==> src/rtl/fetch_unit_pkg.sv <==
// Shared widths, defaults and the buffered fetch entry type for the fetch front end.
package fetch_unit_pkg;

  localparam int XLEN   = 32;
  localparam int INST_W = 32;

  localparam logic [XLEN-1:0] DEFAULT_RESET_PC = 32'h0100_0000;
  localparam logic [XLEN-1:0] PC_STEP          = 32'd4;

  typedef struct packed {
    logic [XLEN-1:0]   pc;
    logic [INST_W-1:0] inst;
  } fetch_entry_t;

  // Clears the byte-offset bits so fetch always stays word aligned.
  function automatic logic [XLEN-1:0] word_align(input logic [XLEN-1:0] addr);
    return addr & ~(XLEN'(3));
  endfunction

endpackage

==> src/rtl/fetch_fifo.sv <==
// Circular buffer of {pc, inst} entries between instruction memory and decode.
module fetch_fifo
  import fetch_unit_pkg::*;
#(
  parameter int DEPTH = 2
) (
  input  logic                         clock,
  input  logic                         reset,
  input  logic                         push,
  input  logic                         pop,
  input  logic                         flush,
  input  fetch_entry_t                 push_entry,
  output fetch_entry_t                 head,
  output logic [$clog2(DEPTH+1)-1:0]   count
);

  localparam int PW = $clog2(DEPTH);
  localparam int CW = $clog2(DEPTH+1);

  fetch_entry_t  mem [DEPTH];
  logic [PW-1:0] rd_ptr;
  logic [PW-1:0] wr_ptr;

  assign head = mem[rd_ptr];

  // Flush takes priority; the caller already masks push/pop during flush.
  always_ff @(posedge clock or negedge reset) begin
    if (!reset) begin
      rd_ptr <= '0;
      wr_ptr <= '0;
      count  <= '0;
    end else if (flush) begin
      rd_ptr <= '0;
      wr_ptr <= '0;
      count  <= '0;
    end else begin
      if (push) wr_ptr <= wr_ptr + PW'(1);
      if (pop)  rd_ptr <= rd_ptr + PW'(1);
      case ({push, pop})
        2'b10:   count <= count + CW'(1);
        2'b01:   count <= count - CW'(1);
        default: count <= count;
      endcase
    end
  end

  // Storage is cleared on reset so the head reads back as zero until filled.
  always_ff @(posedge clock or negedge reset) begin
    if (!reset) begin
      for (int i = 0; i < DEPTH; i++) mem[i] <= '0;
    end else if (push && !flush) begin
      mem[wr_ptr] <= push_entry;
    end
  end

endmodule

==> src/rtl/fetch_unit.sv <==
// Instruction-fetch front end: sequential PC, one-cycle imem reads, credit-limited buffering.
module fetch_unit
  import fetch_unit_pkg::*;
#(
  parameter logic [XLEN-1:0] RESET_PC = DEFAULT_RESET_PC,
  parameter int              DEPTH    = 2
) (
  input  logic              clock,
  input  logic              reset,
  output logic              imem_req,
  output logic [XLEN-1:0]   imem_addr,
  input  logic [INST_W-1:0] imem_data,
  input  logic              redirect_valid,
  input  logic [XLEN-1:0]   redirect_pc,
  output logic              out_valid,
  input  logic              out_ready,
  output logic [INST_W-1:0] out_inst,
  output logic [XLEN-1:0]   out_pc
);

  localparam int CW = $clog2(DEPTH+1);

  logic [XLEN-1:0] fetch_pc;
  logic [XLEN-1:0] captured_pc;
  logic            inflight;
  logic [CW-1:0]   count;
  logic [CW:0]     occupancy;
  logic            credit;
  logic            pop;
  logic            push;
  fetch_entry_t    push_entry;
  fetch_entry_t    head;

  assign out_valid = (count != '0);
  assign pop       = out_valid && out_ready && !redirect_valid;
  assign push      = inflight && !redirect_valid;

  // An in-flight read already owns a slot; a pop this cycle frees one.
  assign occupancy = {1'b0, count} + (CW+1)'(inflight) - (CW+1)'(pop);
  assign credit    = occupancy < (CW+1)'(DEPTH);

  assign imem_req  = reset && !redirect_valid && credit;
  assign imem_addr = fetch_pc;

  always_ff @(posedge clock or negedge reset) begin
    if (!reset) begin
      fetch_pc    <= RESET_PC;
      captured_pc <= '0;
      inflight    <= 1'b0;
    end else if (redirect_valid) begin
      fetch_pc <= word_align(redirect_pc);
      inflight <= 1'b0;
    end else if (imem_req) begin
      fetch_pc    <= fetch_pc + PC_STEP;
      captured_pc <= fetch_pc;
      inflight    <= 1'b1;
    end else begin
      inflight <= 1'b0;
    end
  end

  assign push_entry.pc   = captured_pc;
  assign push_entry.inst = imem_data;

  fetch_fifo #(
    .DEPTH (DEPTH)
  ) u_fifo (
    .clock      (clock),
    .reset      (reset),
    .push       (push),
    .pop        (pop),
    .flush      (redirect_valid),
    .push_entry (push_entry),
    .head       (head),
    .count      (count)
  );

  assign out_inst = head.inst;
  assign out_pc   = head.pc;

endmodule
==> config.mk <==
export PLATFORM = sky130hd
export DESIGN_NAME = fetch_unit
export DESIGN_NICKNAME = d
export VERILOG_FILES = /design/src/rtl/fetch_unit_pkg.sv /design/src/rtl/fetch_fifo.sv /design/src/rtl/fetch_unit.sv
export SDC_FILE = /design/constraint.sdc
export NUM_CORES = 1
export LEC_CHECK = 0
export ABC_AREA = 1
export CAP_MARGIN = 15
export CORE_MARGIN = 10
export CORE_UTILIZATION = 50
export DETAILED_ROUTE_END_ITERATION = 12
export GPL_TIMING_DRIVEN = 0
export PLACE_DENSITY_LB_ADDON = 0.1
export SYNTH_ARGS = -nofsm -noshare
export SYNTH_HDL_FRONTEND = slang
export SYNTH_HIERARCHICAL = 1
export SYNTH_SLANG_ARGS = --single-unit
==> constraint.sdc <==
create_clock -name clock -period 4.4 [get_ports clock]
set_input_delay 0.66 -clock clock [delete_from_list [all_inputs] [get_ports clock]]
set_output_delay 0.66 -clock clock [all_outputs]
set_load 0.01 [all_outputs]
After elaboration in Yosys (flattened, before gate mapping)
Cells that the tools add are included.
{ "classes": {"n_lt_le_gt_ge": 4, "n_eq_ne": 2, "n_addsub": 7, "bitwise": 3, "n_mux": 16, "reduce_logical": 14} }
{ "ops": {"columns": ["operator", "count"], "rows": [
  ["$mux 64", 4],
  ["$bwmux 128", 1],
  ["$demux 64 s1", 1],
  ["$mux 32", 2],
  ["$add 32x3->32 const B", 1],
  ["$reduce_bool 2->1", 4],
  ["$logic_and 1x1->1", 7],
  ["$mux 1", 6],
  ["$ge 2x2->1 const B", 2],
  ["$not 1->2", 2],
  ["$pmux 2 s2", 1],
  ["$add 2x1->3", 1],
  ["$lt 3x2->1 const B", 1],
  ["$reduce_bool 3->1", 1],
  ["$sub 3x1->3", 1],
  ["$add 1x1->1 const B", 2],
  ["$add 2x1->2 const B", 1],
  ["$eq 2x1->1 const B", 1],
  ["$eq 2x2->1 const B", 1],
  ["$lt 2x1->1 const B", 1],
  ["$mux 2", 1],
  ["$reduce_and 2->1", 1],
  ["$sub 2x1->2 const B", 1],
  ["$logic_not 1->1", 1],
  ["$not 1->1", 1]
]} }
{ "totals": {"output_inout_bits": 98, "register_bits": 197, "input_bits": 68, "wordCells": 56} }

Longest topological paths before layout
{ "depth": {"depth_word": 8, "ltp_mapped": 18, "depth_no_buf": 14} }

Hierarchy
The synthesis kept the hierarchy.
{ "modules_own_cells": {"columns": ["mod", "seq_area_each_um2", "cells_per_inst", "area_per_inst_um2", "instances"], "rows": [
  ["fetch_fifo", 3303.2, 578, 5960.7, 1],
  ["fetch_unit", 1527.7, 534, 3612.2, 1]
]} }

Worst setup path after synthesis
Ideal clock, no wire load.
{ "synth_timing": {"path_type": "in2out", "from": "input port redirect_valid", "to": "output port imem_req", "stages": 13, "n_path_buf": 3, "path_slack_ps": 848, "required_ps": 3740, "arrival_ps": 2892, "cell_sequence": "buf_6 inv_1 buf_2 nand2_1 nor2_1 ha_1 or2_2 fa_1 nand2_1 nor2_4 nand2_2 inv_1 buf_2"} }
{ "synth_between": {"elab_chain_cells": 5, "elab_cells_between_ends": 6, "classes_between": "add/sub: 1; order compare: 1; reduce/logical: 4"} }
{ "synth_lines": {"columns": ["element", "line_no", "rtl"], "rows": [
  ["from (decl)", "fetch_unit.sv:13", "input logic redirect_valid,"],
  ["$logic_not 1->1", "fetch_unit.sv:35", "assign pop = out_valid && out_ready && !redirect_valid;"],
  ["$logic_and 1x1->1", "fetch_unit.sv:35", null],
  ["net pop", "fetch_unit.sv:29", "logic pop;"],
  ["$sub 3x1->3", "fetch_unit.sv:39", "assign occupancy = {1'b0, count} + (CW+1)'(inflight) - (CW+1)'(pop);"],
  ["$lt 3x2->1", "fetch_unit.sv:40", "assign credit = occupancy < (CW+1)'(DEPTH);"],
  ["$logic_and 1x1->1", "fetch_unit.sv:42", "assign imem_req = reset && !redirect_valid && credit;"],
  ["to (decl)", "fetch_unit.sv:10", "output logic imem_req,"]
]} }
The timed path passes the listed nets, and every way through them passes these cells.

Final worst setup path
Ends and elaborated chain as after synthesis.

==> flow_summary.ini <==
[status]
status = completed

[synthesis]
netlist.area_leader.share_pct = 50.2
syn_avg_cell_area_um2 = 8.61
synth_largest_area_cell = dfrtp_1
synth_ff_type = dfrtp_1
ys_types = 26
async_flop_share_pct = 100
yosys-top-cells-count = 309 x nand2_1, 192 x dfrtp_1, 144 x inv_1
synth_area_leaders = dfrtp_1 50%, nand2_1 12%, mux2_2 7.5%, inv_1 5.6%, o21ai_2 4.6%
synth_edf_count = 0
synth.most_common_cell = nand2_1
seq_area_frac_synth_pct = 50.5
ys_ff_latch = 193
synth_area_um2 = 9570
synthCells = 1112
synth_warnings = 6

[route]
wire_per_inst_um = 15.7
wl_um = 24300
routed_via_density = 4.97
ant_nets = 0
drt_first_iter_violations = 442
drcViolationCount = 0
drtPass1Iterations = 5
routed-via-count = 7692

[hold_path]
hp-class = in2async

[floorplan]
fp-row-count = 50
die_h_um = 158
core-area_um2 = 18800
die_w_um = 158
start_util_pct = 51.0
die-area_um2 = 25100
io_pins = 166

[grt]
grt_pass1_vias = 7796
antenna_found_initial = 0
track_usage_pct = 19.9
grt_max_degree = 118
grt_overflow_total = 0
grt_pass1_wl_um = 39700

[placement]
portBuffers = 161
dpl.hpwl_um = 17900
place_congestion = 0.945
dp_slack_ps = -890

[sta]
worstMarginPinSlew_ps = 623
slew_headroom_pct = 58.5
fmax_mhz = 234
skew_ps = 11.1
hold_violations = 0
finalSetupViolCount = 0
setup_tns_ps = 0
timing.final.crit_share_pct = 97.0
rsz0062_at_grt = no
setup_ws_ps = 132
period_minus_slack_ps = 4270
drv_slew = 0

[cts]
cts_buffer_depth = 2
h-tree-depth = 4
cts_buffers = 17
root_buffer = clkbuf_16
clock_latency_ps = 430
clk_pin_slew_ps = 70
cts_tree = done
clock_sinks = 193
ctsHoldBuffers = 0

[final_layout]
nets = 1371
final_core_util_pct = 65.0
regArea_um2 = 4830
fillCellCount = 1685
diodes = 0
drive_above_1_share_pct = 17.7
area_growth_pct = 27.4
multi_input_area_um2 = 3830

[run]
drv_cap = 0

[worst_setup_path]
end_kind = primary output
crit_type = in2out
worstPathArrival_ps = 3610
critPathMaxFanout = 10
r2r_cells = 13
r2r_setup_slack_ps = 1490
cp.required_ps = 3740
startpoint_type = primary input

[power]
irDropWorstVdd_mv = 0.266
p_per_area_nw_per_um2 = 546
power_mw = 6.66
leakage_nw = 5.87
==> report_power, final <==
group,switching (mW),internal [mW]
sequential,0.364,2.34
clock,0.691,0.884
combinational,1.13,1.25
total,2.18,4.48
==> routing by layer <==
layer  vias up  part of all wire [%]  wire length [um]  track usage [%]
met2       191                    48             11600             32.7
met5         -                     0                 0                0
met3        21                   5.7              1390             4.53
met4         0                   1.1               269             4.98
met1      3579                    46             11100             26.1
li1       3901                     -                 -                -
==> timing repair <==
action,4_1_cts,5_1_grt
pin swaps,0,1
setup endpoints to repair,1,1
buffers inserted,1,3
gates resized for setup,11,5
==> final cells by class <==
type / instances / share of cell area [%]
flip-flops and latches: 193 / 39.6
multi-input cells: 723 / 31.4
repair buffers: 166 / 13.7
inverters: 145 / 4.51
clock buffers: 20 / 3.74
plain buffers: 54 / 3.41
well taps: 234 / 2.40
clock inverters: 12 / 1.20
==> state kept, by name (all words and copies together) (netlist names) <==
signal	cells
imem_addr	30
u_fifo/wr_ptr	1
u_fifo/mem	128
inflight	1
u_fifo/rd_ptr	1
u_fifo/count	2
captured_pc	30
==> critical path, cell delays in order <==
cell and delay [ps]:
clkdlybuf4s50_1 510, buf_6 150, clkinvlp_4 110, buf_6 160, nand2_4 90, nor2_4 50
ha_1 260, or2_2 300, fa_1 490, nand2_1 90, nor2_4 170, nand2_4 90
inv_4 80, buf_8 140, clkdlybuf4s15_2 240
==> cell families after synthesis <==
| family | count (synthesis) | share of synthesized area, % |
|---|---|---|
| DFF | 193 | 50.5 |
| adders and majority gates | 3 | 0.470 |
| other | 1 | 0.0392 |
| AOI/OAI and AO/OA | 167 | 10.8 |
| and+or+nand+nor | 485 | 20.8 |
| muxes | 64 | 7.53 |
| buffers and inverters | 199 | 9.85 |
==> final timing paths <==
check | from | endpoint
min in group clock | u_fifo/mem[80]$_DFFE_PN0P_ | u_fifo/mem[80]$_DFFE_PN0P_
setup reg to reg | u_fifo/count[1]$_DFFE_PN0P_ | imem_addr[10]$_DFFE_PN0P_
hold / removal | reset | u_fifo/mem[29]$_DFFE_PN0P_
max in group asynchronous | reset | captured_pc[21]$_DFFE_PN0P_
hold reg to reg | u_fifo/mem[80]$_DFFE_PN0P_ | u_fifo/mem[80]$_DFFE_PN0P_
setup / recovery | redirect_valid | imem_req
==> stage by stage <==
| step | hold WS, ps | cell area [um2] | instances |
|---|---|---|---|
| 2_1_floorplan | 364 | 9580 | 1115 |
| 3_3_place_gp | 460 | 11500 | 1510 |
| 3_5_place_dp | 465 | 11500 | 1511 |
| 6_report | 198 | 12200 | 1547 |
| 5_1_grt | 238 | 12200 | 1547 |
| 4_1_cts | 222 | 12200 | 1544 |
==> placed cells by master (no fill, tap or decap), drive strengths merged <==
| cell | instances |
|---|---|
| a21oi | 1 |
| and2 | 1 |
| buf | 55 |
| bufinv | 2 |
| clkbuf | 25 |
| clkdlybuf4s15 | 1 |
| clkdlybuf4s50 | 159 |
| clkinv | 4 |
| clkinvlp | 1 |
| conb | 4 |
| dfrtp | 192 |
| dfstp | 1 |
| fa | 1 |
| ha | 2 |
| inv | 150 |
| mux2 | 64 |
| nand2 | 311 |
| nand3 | 71 |
| nand3b | 1 |
| nor2 | 99 |
| o211ai | 6 |
| o21ai | 160 |
| or2 | 2 |
No activity file was read; power rests on OpenSTA's default activity.
